## config.mk

```make
export PLATFORM = sky130hd
export DESIGN_NAME = uart_rx_ctrl
export DESIGN_NICKNAME = d
export VERILOG_FILES = /design/src/rtl/uart_rx_ctrl.sv
export SDC_FILE = /design/constraint.sdc
export NUM_CORES = 1
export LEC_CHECK = 0
export BUFFER_PORTS_ARGS = -buffer_cell sky130_fd_sc_hd__buf_2
export CAP_MARGIN = 20
export CORE_MARGIN = 5
export CORE_UTILIZATION = 25
export DETAILED_ROUTE_END_ITERATION = 10
export PLACE_DENSITY_LB_ADDON = 0.12
export SYNTH_ARGS = -nofsm -noshare
export SYNTH_HDL_FRONTEND = slang
export SYNTH_SLANG_ARGS = --single-unit
export TNS_END_PERCENT = 1
```

## constraint.sdc

```tcl
create_clock -name clk -period 2.27 [get_ports clk]
set_input_delay 0.227 -clock clk [delete_from_list [all_inputs] [get_ports clk]]
set_output_delay 0.227 -clock clk [all_outputs]
set_load 0.05 [all_outputs]
```

## src/rtl/uart_rx_ctrl.sv

```systemverilog
// uart_rx_ctrl: oversampling UART receive controller that steers an external
// shift register and hands each complete frame to a ready/valid consumer.
module uart_rx_ctrl #(
    parameter int PACKET_SIZE = 8,
    parameter int CYCLE_DIV   = 100
) (
    input  logic                   clk,
    input  logic                   reset,
    input  logic                   rx,
    input  logic [PACKET_SIZE-1:0] reg_data,
    output logic                   LD,
    output logic                   msbLD,
    output logic [1:0]             shift,
    output logic                   sample,
    output logic [PACKET_SIZE-1:0] data_out,
    output logic                   valid,
    input  logic                   ready,
    output logic                   frame_err,
    output logic                   overrun,
    output logic                   busy
);
    localparam int CW = $clog2(CYCLE_DIV);
    localparam int BW = $clog2(PACKET_SIZE + 1);
    localparam logic [CW-1:0] HALF = CW'(CYCLE_DIV / 2 - 1);
    localparam logic [CW-1:0] LAST = CW'(CYCLE_DIV - 1);
    localparam logic [BW-1:0] BLAST = BW'(PACKET_SIZE - 1);

    typedef enum logic [1:0] {IDLE, START, DATA, STOP} state_t;

    state_t                 state_q;
    logic [CW-1:0]          cnt_q;
    logic [BW-1:0]          bitn_q;
    logic [1:0]             sync_q;
    logic                   err_wait_q, shift_en_q, sample_q, valid_q, frame_err_q, overrun_q, busy_q;
    logic [PACKET_SIZE-1:0] data_q;
    logic                   rxs;

    assign rxs       = sync_q[1];
    assign LD        = shift_en_q;
    assign msbLD     = shift_en_q;
    assign shift     = {1'b0, shift_en_q};
    assign sample    = sample_q;
    assign data_out  = data_q;
    assign valid     = valid_q;
    assign frame_err = frame_err_q;
    assign overrun   = overrun_q;
    assign busy      = busy_q;

    // Control outputs trail the state by one cycle so they line up with the registered sample pulse.
    always_ff @(posedge clk) begin
        if (reset) begin
            state_q     <= IDLE;
            cnt_q       <= '0;
            bitn_q      <= '0;
            sync_q      <= 2'b11;
            err_wait_q  <= 1'b0;
            shift_en_q  <= 1'b0;
            sample_q    <= 1'b0;
            data_q      <= '0;
            valid_q     <= 1'b0;
            frame_err_q <= 1'b0;
            overrun_q   <= 1'b0;
            busy_q      <= 1'b0;
        end else begin
            sync_q      <= {sync_q[0], rx};
            shift_en_q  <= (state_q == DATA);
            busy_q      <= (state_q != IDLE);
            sample_q    <= 1'b0;
            frame_err_q <= 1'b0;
            if (valid_q && ready) valid_q <= 1'b0;
            case (state_q)
                IDLE: begin
                    if (!rxs) begin
                        cnt_q   <= '0;
                        state_q <= START;
                    end
                end
                START: begin
                    if (cnt_q == HALF) begin
                        sample_q <= 1'b1;
                        cnt_q    <= '0;
                        bitn_q   <= '0;
                        state_q  <= rxs ? IDLE : DATA;
                    end else cnt_q <= cnt_q + 1'b1;
                end
                DATA: begin
                    if (cnt_q == LAST) begin
                        sample_q <= 1'b1;
                        cnt_q    <= '0;
                        bitn_q   <= bitn_q + 1'b1;
                        if (bitn_q == BLAST) state_q <= STOP;
                    end else cnt_q <= cnt_q + 1'b1;
                end
                STOP: begin
                    if (err_wait_q) begin
                        if (rxs) begin
                            err_wait_q <= 1'b0;
                            state_q    <= IDLE;
                        end
                    end else if (cnt_q == LAST) begin
                        sample_q <= 1'b1;
                        cnt_q    <= '0;
                        if (!rxs) begin
                            frame_err_q <= 1'b1;
                            err_wait_q  <= 1'b1;
                        end else begin
                            state_q <= IDLE;
                            if (!valid_q || ready) begin
                                data_q  <= reg_data;
                                valid_q <= 1'b1;
                            end else overrun_q <= 1'b1;
                        end
                    end else cnt_q <= cnt_q + 1'b1;
                end
                default: state_q <= IDLE;
            endcase
        end
    end
endmodule

```

==> results of run 1 <==
[state kept, by name, indices dropped and copies added (netlist names), 2 cells and up, named ones only]
register / cells
bitn_q: 4
sync_q: 2
cnt_q: 7
data_out: 8
[cell type report]
cell class                 count  area (sq um)
tap                           72         90.09
clock inverter                 2         12.51
sequential                    30         600.6
clock buffer                   6         82.58
inverter                       3         11.26
fill                         576          3756
multi-input combinational    109         720.7
timing repair buffer          31         165.2
[routing by layer]
layer / global-route usage [%] / routed length (um) / up-vias
met2: 13.77 / 1306 / 29
met5: 0 / 0 / -
met3: 4.122 / 237 / 6
met4: 4.173 / 52 / 0
li1: - / - / 597
met1: 11.63 / 1531 / 530
[power by group through the flow]
stage	Clock (mW)	Sequential, mW	Combinational [mW]
after floorplan	0	0.562	0.0582
after global placement	0	0.561	0.0881
after detailed placement	0	0.562	0.0874
after CTS	0.466	0.550	0.0877
after global routing	0.496	0.552	0.0958
final	0.443	0.550	0.0870
[critical path: stages (launching register included)]
cell and delay, ns:
dfxtp_1 0.40, ha_1 0.24, nand3b_1 0.28, or3_1 0.53, o2111a_1 0.28, a21o_1 0.15
[cell usage after synthesis (all sizes together) (2+ instances only)]
library cell	number
a31oi	2
and3	2
nor2	19
nand2	6
a21oi	7
buf	4
or2	2
ha	3
o21ai	2
or3b	2
inv	3
xor2	5
nand4	2
o21a	4
a311oi	4
a21boi	3
dfxtp	30
nand3	9
nand2b	3
mux2i	8
nand4b	3
nor2b	2
a21o	2
clkbuf	4
nor3	4
nor4	2
[cell families (layout without fill, tap and decap cells)]
| group | after synthesis | in the layout | synth area share (%) |
|---|---|---|---|
| AND/OR/NAND/NOR | 62 | 62 | 24.91 |
| AO/OA/AOI/OAI | 30 | 30 | 15.31 |
| flip-flops | 30 | 30 | 43.48 |
| buffers and inverters | 11 | 42 | 4.347 |
| multiplexers | 8 | 8 | 5.797 |
| XOR/XNOR | 5 | 5 | 3.170 |
| adder cells (fa/ha/maj) | 3 | 3 | 2.718 |
| other | 1 | 1 | 0.2715 |
[metrics by stage]
step / util (%) / setup slack [ns]
6_report: 30.94 / 0.2795
5_1_grt: 30.94 / 0.1603
4_1_cts: 30.94 / 0.2964
3_5_place_dp: 29.19 / 0.3004
3_3_place_gp: 29.19 / 0.3798
2_1_floorplan: - / 0.4374
[final timing paths]
path                                  to                  start  slack (ns)
setup / recovery  bitn_q[3]$_SDFFE_PP0P_  cnt_q[0]$_SDFFE_PP0P_        0.28
hold reg to reg     sync_q[1]$_SDFF_PP1_   sync_q[0]$_SDFF_PP1_        0.41
setup reg to reg  bitn_q[3]$_SDFFE_PP0P_  cnt_q[0]$_SDFFE_PP0P_        0.28
hold / removal      sync_q[0]$_SDFF_PP1_                     rx        0.13
==> results.py, run 1 <==
metrics = {
    "status": {
        "status": "finished, final reports clean",
    },
    "timing": {
        "slew_violations": 0,
        "fmax_ghz": 0.5024,
        "hold_ws_ns": 0.1278,
        "finalHoldViolations": 0,
        "setup_violations": 0,
        "finalCriticalPeriod_ns": 1.990,
        "grt_setup_unrepaired": "false",
        "tns_ns": 0,
        "post-route-period-util_pct": 87.69,
        "finClkSkew_ns": 0.006156,
    },
    "yosys": {
        "seq_area_frac_synth_pct": 43.48,
        "ys_ff_latch": 30,
        "synthArstFlopShare_pct": 0,
        "synth_top_area_share_pct": 43.48,
        "synth_ff_type": "dfxtp_1",
        "synth_enable_flop_cells": 0,
        "yosys_warnings": 0,
        "netlist_area_sq_um": 1381,
        "synth.area.top_cells": "dfxtp_1 43%, mux2i_1 5.8%, nor2_1 5.2%",
        "yosys.area.top_type": "dfxtp_1",
        "avgSynthCellArea_sq_um": 9.209,
        "syn_inst": 150,
        "syn-num-nets": 165,
        "synth_cell_types": 42,
    },
    "floorplanning": {
        "ioPinCount": 29,
        "core_area_sq_um": 5439,
        "die_x_um": 84.33,
        "start_util_pct": 25.40,
        "num_rows": 27,
        "dieHeight_um": 84.33,
        "die-area_sq_um": 7112,
    },
    "global_route": {
        "grt_max_degree": 25,
        "overflow": 0,
        "grt_pass1_vias": 1130,
        "grtUsageTotal_pct": 9.302,
        "grt_pass1_wl_um": 5340,
        "antenna_found_initial": 0,
    },
    "power_and_ir_drop": {
        "seqPwrFrac_pct": 50.9,
        "swShare_pct": 24.86,
        "internal-power_mw": 0.8114,
        "vdd_drop_max_mv": 0.2308,
        "p_total_mw": 1.080,
        "comb_power_share_pct": 8.1,
        "p_sw_mw": 0.2684,
        "pwr-share-clk_pct": 41.0,
        "pwr_density_cell_nw_per_um2": 641.7,
        "leakage_nw": 0.6526,
    },
    "placed_design": {
        "post-dp-hpwl_um": 2324,
        "dp.cells": 245,
        "io_buffers": 27,
        "placed_area_sq_um": 1588,
        "routabilityCongestion": 0.7738,
    },
    "drt": {
        "via_per_inst": 4.593,
        "routedWlPerCell_um": 12.36,
        "post-route-drc-count": 0,
        "via_count": 1162,
        "drt_iter0_markers": 38,
        "dr.pass1.iters": 4,
        "wl_um": 3127,
        "ant_nets": 0,
    },
    "finish": {
        "drive_above_1_share_pct": 24.31,
        "antennaDiodeCount": 0,
        "synthToLayoutAreaGrowth_pct": 21.83,
        "fin_area_sq_um": 1683,
        "fin_nets": 195,
        "final_cell_mix": "30 x dfxtp_1, 27 x buf_2, 19 x nor2_1",
        "final_common_cell": "dfxtp_1",
        "final_cells": 253,
    },
    "critical_path": {
        "cp.arrival_ns": 2.17,
        "worstPathMaxFanout": 8,
        "startpoint_type": "register",
        "critPathKind": "register to register",
        "required_ns": 2.45,
        "reg2reg_depth": 5,
        "critPathCaptureType": "register",
    },
    "min_path": {
        "hold_depth": 2,
        "min_path_type": "input port to register",
    },
    "cts": {
        "cts_resized": 0,
        "cts_tree": "built",
        "post_cts_buffers": 0,
        "ctsHoldBuffers": 0,
        "cts_buffers": 5,
        "clk_pin_slew_worst_paths_ns": 0.06,
        "cts.sinks": 30,
        "root_buffer": "clkbuf_8",
        "clk_latency_ns": 0.28,
        "clk_path_buf_depth": 2,
        "htree_levels": 2,
    },
    "job": {
        "cap_violations": 0,
    },
}
No activity file was read; power rests on OpenSTA's default activity.
==> run 2, diff against run 1 <==
--- a/config.mk
+++ b/config.mk
@@ -6,11 +6,11 @@
 export NUM_CORES = 1
 export LEC_CHECK = 0
 export BUFFER_PORTS_ARGS = -buffer_cell sky130_fd_sc_hd__buf_2
-export CAP_MARGIN = 20
 export CORE_MARGIN = 5
 export CORE_UTILIZATION = 25
 export DETAILED_ROUTE_END_ITERATION = 10
 export PLACE_DENSITY_LB_ADDON = 0.12
+export RECOVER_POWER = 100
 export SYNTH_ARGS = -nofsm -noshare
 export SYNTH_HDL_FRONTEND = slang
 export SYNTH_SLANG_ARGS = --single-unit
==> results.py, run 2 (synthesis results as in run 1) <==
metrics = {
    "placed_design": {
        "dp.cells": 245,
        "dp_worst_setup_slack_ns": 0.3004,
        "post-dp-hpwl_um": 2324,
        "placed_area_sq_um": 1588,
        "routabilityCongestion": 0.7738,
        "io_buffers": 27,
    },
    "critical_path": {
        "startpoint": "cnt_q[0]$_SDFFE_PP0P_",
        "required_ns": 2.45,
        "r2r-end": "bitn_q[3]$_SDFFE_PP0P_",
        "cp.arrival_ns": 2.17,
        "startpoint_type": "register",
        "critPathCaptureType": "register",
        "r2r_setup_slack_ns": 0.28,
        "reg2reg_depth": 5,
        "worstPathMaxFanout": 8,
        "r2r_start": "cnt_q[0]$_SDFFE_PP0P_",
        "worstSetupEndpoint": "bitn_q[3]$_SDFFE_PP0P_",
        "slowest_stage": "or3_1",
        "path_cells": "ha_1, nand3b_1, or3_1, o2111a_1, a21o_1",
        "critPathMaxStageDelay_ns": 0.53,
        "critPathKind": "register to register",
    },
    "cts": {
        "cts.sinks": 30,
        "cts_buffers": 5,
        "clk_latency_ns": 0.28,
        "htree_levels": 2,
        "cts_tree": "built",
        "cts_resized": 0,
        "ctsHoldBuffers": 0,
        "post_cts_buffers": 0,
        "clk_path_buf_depth": 2,
        "clk_pin_slew_worst_paths_ns": 0.06,
        "root_buffer": "clkbuf_8",
    },
    "floorplanning": {
        "num_rows": 27,
        "die_x_um": 84.33,
        "ioPinCount": 29,
        "core_area_sq_um": 5439,
        "die-area_sq_um": 7112,
        "start_util_pct": 25.40,
        "dieHeight_um": 84.33,
    },
    "global_route": {
        "grt_pass1_vias": 1130,
        "grt_pass1_wl_um": 5340,
        "grt_max_degree": 25,
        "overflow": 0,
        "grtUsageTotal_pct": 9.302,
        "antenna_found_initial": 0,
    },
    "timing": {
        "post-route-period-util_pct": 87.62,
        "finalHoldViolations": 0,
        "finalCriticalPeriod_ns": 1.989,
        "tightest_slew_ns": 1.027,
        "grt_setup_unrepaired": "false",
        "maxSlewHeadroom_pct": 31.56,
        "slew_violations": 0,
        "tns_ns": 0,
        "fmax_ghz": 0.5028,
        "setup_slack_ns": 0.2810,
        "finClkSkew_ns": 0.006153,
        "setup_violations": 0,
    },
    "finish": {
        "final_common_cell": "dfxtp_1",
        "fin_nets": 195,
        "regArea_sq_um": 600.6,
        "antennaDiodeCount": 0,
        "largest_reg_flops": 8,
        "final_cell_mix": "30 x dfxtp_1, 19 x nor2_1, 19 x clkbuf_1",
        "final_cells": 253,
        "fin_area_sq_um": 1652,
        "drive_above_1_share_pct": 13.81,
        "fillers": 585,
        "multiInputGateArea_sq_um": 720.7,
        "synthToLayoutAreaGrowth_pct": 19.56,
    },
    "drt": {
        "ant_nets": 0,
        "via_per_inst": 4.601,
        "via_count": 1164,
        "post-route-drc-count": 0,
        "routedWlPerCell_um": 12.43,
        "wl_um": 3145,
        "drt_iter0_markers": 35,
        "dr.pass1.iters": 4,
    },
    "power_and_ir_drop": {
        "leakage_nw": 0.5712,
        "pwr_density_cell_nw_per_um2": 651.5,
        "vdd_drop_max_mv": 0.2295,
    },
    "job": {
        "cap_violations": 0,
    },
    "status": {
        "status": "finished, final reports clean",
    },
    "min_path": {
        "min_path_type": "input port to register",
    },
}
-- run 2: changes by cell type in the layout (fill, tap and decap cells not counted) --
cell and change:
buf_2 -17, clkbuf_1 +19, clkbuf_2 +1, buf_4 -3
-- run 2: routing by layer --
metal	global-route usage (%)	vias to the layer above	share of wire, %
met5	0	-	0
met3	4.122	6	7.4
met4	4.173	0	1.7
met2	13.77	29	42
li1	-	597	-
met1	11.63	532	49
-- run 2: layout make-up --
type	instances	area share, %
tap	72	5.455
inverter	3	0.6818
clock inverter	2	0.7576
multi-input combinational	109	43.64
timing repair buffer	31	8.106
sequential	30	36.36
clock buffer	6	5.000
-- run 2: where the power goes --
part / switching (mW) / total (mW) / leakage (nW) / internal, mW
Combinational: 0.0543 / 0.0832 / 0.281 / 0.0289
Clock: 0.200 / 0.443 / 0.0472 / 0.243
Sequential: 0.0141 / 0.550 / 0.243 / 0.536
-- run 2: worst min path at each step --
stage,start,end,depth (start not counted)
final,rx,sync_q[0]$_SDFF_PP1_,2
after CTS,rx,sync_q[0]$_SDFF_PP1_,2
after global placement,sync_q[0]$_SDFF_PP1_,sync_q[1]$_SDFF_PP1_,1
after detailed placement,sync_q[0]$_SDFF_PP1_,sync_q[1]$_SDFF_PP1_,1
after global routing,rx,sync_q[0]$_SDFF_PP1_,2
after floorplan,reset,busy$_SDFF_PP0_,1
-- run 2: worst max-delay path: cells and delay by family (launching register included) --
kind / cells / cell delay [ns]
and+or+nand+nor: 2 / 0.81
adders and majority gates: 1 / 0.24
DFF: 1 / 0.40
AOI/OAI and AO/OA: 2 / 0.43
-- run 2: metrics by stage --
| stage | util (%) | hold slack, ns | total power, mW |
|---|---|---|---|
| after floorplan | - | 0.3076 | 0.6198 |
| after global placement | 29.19 | 0.3927 | 0.6494 |
| after detailed placement | 29.19 | 0.3973 | 0.6490 |
| after CTS | 30.94 | 0.1205 | 1.103 |
| after global routing | 30.37 | 0.1201 | 1.140 |
| final | 30.37 | 0.1277 | 1.076 |
==> run 3, diff against run 2 <==
--- a/config.mk
+++ b/config.mk
@@ -5,9 +5,13 @@
 export SDC_FILE = /design/constraint.sdc
 export NUM_CORES = 1
 export LEC_CHECK = 0
+export ABC_AREA = 1
 export BUFFER_PORTS_ARGS = -buffer_cell sky130_fd_sc_hd__buf_2
+export CELL_PAD_IN_SITES_DETAIL_PLACEMENT = 1
+export CELL_PAD_IN_SITES_GLOBAL_PLACEMENT = 1
 export CORE_MARGIN = 5
 export CORE_UTILIZATION = 25
+export CTS_CLUSTER_DIAMETER = 30
 export DETAILED_ROUTE_END_ITERATION = 10
 export PLACE_DENSITY_LB_ADDON = 0.12
 export RECOVER_POWER = 100
==> results.py, run 3 <==
metrics = {
    "status": {
        "status": "finished, final reports clean",
    },
    "placed_design": {
        "dp.cells": 280,
        "placed_area_sq_um": 1614,
        "dp_worst_setup_slack_ns": 0.6642,
        "io_buffers": 27,
        "routabilityCongestion": 0.8049,
        "post-dp-hpwl_um": 2846,
    },
    "drt": {
        "dr_wl_met2_um": 1823,
        "post-route-drc-count": 0,
        "drt_iter0_markers": 42,
        "routed.top_layer": "met4",
        "wl_um": 3619,
        "dr.pass1.iters": 4,
        "drt-met1-wl_um": 1641,
        "via_count": 1298,
        "ant_nets": 0,
        "routedWlPerCell_um": 12.61,
        "via_per_inst": 4.523,
        "met3WireLength_um": 99,
    },
    "timing": {
        "finalCriticalPeriod_ns": 1.645,
        "finClkSkew_ns": 0.007323,
        "tightest_slew_ns": 0.6097,
        "fmax_ghz": 0.6081,
        "grt_setup_unrepaired": "false",
        "tns_ns": 0,
        "maxSlewHeadroom_pct": 59.53,
        "hold_ws_ns": 0.1257,
        "setup_slack_ns": 0.6254,
        "setup_violations": 0,
        "post-route-period-util_pct": 72.45,
        "finalHoldViolations": 0,
        "slew_violations": 0,
    },
    "yosys": {
        "synth_cell_types": 33,
        "yosys_warnings": 0,
        "synth.area.top_cells": "dfxtp_1 42%, nand2_1 7.0%, inv_1 6.0%",
        "synth_ff_type": "dfxtp_1",
        "syn_inst": 189,
        "synth_top_area_share_pct": 41.52,
        "synthArstFlopShare_pct": 0,
        "avgSynthCellArea_sq_um": 7.653,
        "synthTopCellsByCount": "30 x dfxtp_1, 27 x nand2_1, 23 x inv_1",
        "yosys.area.top_type": "dfxtp_1",
        "netlist_area_sq_um": 1446,
        "ys_ff_latch": 30,
        "syn-num-nets": 204,
        "synth_most_common_cell": "dfxtp_1",
        "seq_area_frac_synth_pct": 41.52,
        "synth_enable_flop_cells": 0,
    },
    "cts": {
        "htree_levels": 2,
        "cts.sinks": 30,
        "clk_pin_slew_worst_paths_ns": 0.07,
        "cts_buffers": 5,
        "ctsHoldBuffers": 0,
        "clk_latency_ns": 0.28,
        "root_buffer": "clkbuf_8",
        "clk_path_buf_depth": 2,
        "cts_tree": "built",
        "post_cts_buffers": 0,
        "cts_resized": 0,
    },
    "global_route": {
        "grt_pass1_wl_um": 6168,
        "grt_pass1_vias": 1359,
        "grtUsageTotal_pct": 10.53,
        "overflow": 0,
        "grt_max_degree": 20,
        "antenna_found_initial": 0,
    },
    "finish": {
        "regArea_sq_um": 600.6,
        "fin_area_sq_um": 1655,
        "final_common_cell": "dfxtp_1",
        "multiInputGateArea_sq_um": 659.4,
        "final_cells": 287,
        "largest_reg_flops": 8,
        "utilization_pct": 29.70,
        "synthToLayoutAreaGrowth_pct": 14.45,
        "final_cell_mix": "30 x dfxtp_1, 29 x nand2_1, 26 x inv_1",
        "fillers": 710,
        "drive_above_1_share_pct": 15.81,
        "fin_nets": 230,
        "antennaDiodeCount": 0,
    },
    "floorplanning": {
        "core_area_sq_um": 5574,
        "die-area_sq_um": 7406,
        "die_x_um": 86.06,
        "start_util_pct": 25.95,
        "dieHeight_um": 86.06,
        "num_rows": 27,
        "ioPinCount": 29,
    },
    "power_and_ir_drop": {
        "pwr-share-clk_pct": 37.9,
        "seqPwrFrac_pct": 52.0,
        "leakage_nw": 0.6496,
        "p_total_mw": 1.056,
        "comb_power_share_pct": 10.0,
        "pwr_density_cell_nw_per_um2": 638.0,
        "vdd_drop_max_mv": 0.2555,
        "swShare_pct": 26.78,
        "internal-power_mw": 0.7732,
        "p_sw_mw": 0.2828,
    },
    "critical_path": {
        "critPathMaxStageDelay_ns": 0.40,
        "worstPathMaxFanout": 5,
        "critPathCaptureType": "register",
        "slowest_stage": "dfxtp_1",
        "r2r_start": "cnt_q[0]$_SDFFE_PP0P_",
        "startpoint": "cnt_q[0]$_SDFFE_PP0P_",
        "startpoint_type": "register",
        "required_ns": 2.43,
        "cp.arrival_ns": 1.81,
        "path_cells": "ha_1, nand2_1, inv_1, nand2_1, nor2_4, nand2_1, nand2_1, inv_1, a21oi_1, nor2_1",
        "critPathKind": "register to register",
        "worst_path_most_repeated_cell": "nand2_1",
    },
    "min_path": {
        "min_path_type": "input port to register",
        "min_from": "rx",
    },
    "job": {
        "cap_violations": 0,
    },
}
## run 3: cell types whose count changed in the layout (fill, tap and decap cells not counted), sizes merged, moves of 3 or more
| cell | previous run | this run |
|---|---|---|
| nand4b | 3 | 0 |
| nand3 | 9 | 17 |
| nand2b | 3 | 0 |
| a21oi | 7 | 16 |
| o21a | 4 | 1 |
| o21ai | 2 | 14 |
| nor3 | 4 | 1 |
| a21boi | 3 | 0 |
| nand2 | 6 | 31 |
| a311oi | 4 | 0 |
| inv | 3 | 30 |
| clkbuf | 26 | 22 |
| mux2i | 8 | 0 |
## run 3: power by group through the flow
stage / sequential (mW) / clock (mW) / combinational (mW)
after floorplan: 0.558 / 0 / 0.0828
after global placement: 0.560 / 0 / 0.106
after detailed placement: 0.561 / 0 / 0.111
after CTS: 0.549 / 0.423 / 0.112
after global routing: 0.551 / 0.443 / 0.121
final: 0.549 / 0.401 / 0.106
## run 3: metal layers
layer	vias up	track usage [%]
li1	651	-
met2	14	18.01
met5	-	0
met3	6	3.266
met1	627	12.38
met4	0	3.597
## run 3: final timing paths
path,cells after the start,slack [ns],endpoint
max reg2reg,10,0.63,bitn_q[1]$_SDFFE_PP0P_
max,10,0.63,bitn_q[1]$_SDFFE_PP0P_
min,2,0.13,sync_q[0]$_SDFF_PP1_
min reg2reg,1,0.42,sync_q[1]$_SDFF_PP1_
## run 3: critical path: cells and delay by family, from the launching register on
kind / cells / cell delay [ns]
AO/OA/AOI/OAI: 1 / 0.14
adder cells (fa/ha/maj): 1 / 0.22
flip-flops: 1 / 0.40
buffers and inverters: 2 / 0.18
AND/OR/NAND/NOR: 6 / 0.58
## run 3: cell families (layout without fill, tap and decap cells)
logic type,Yosys count,after routing,share of synthesized area (%)
AO/OA/AOI/OAI,35,35,13.93
XOR/XNOR,3,3,1.817
adder cells (fa/ha/maj),3,3,2.595
buffers and inverters,38,64,11.76
flip-flops,30,30,41.52
other,1,1,0.2593
AND/OR/NAND/NOR,79,79,28.11
## run 3: cell type report
type	instances	share of cell area [%]
Multi-Input combinational cell	121	39.83
Sequential cell	30	36.28
Timing Repair Buffer	27	6.878
Inverter	30	6.803
Tap cell	72	5.442
Clock buffer	5	4.157
Clock inverter	2	0.6047
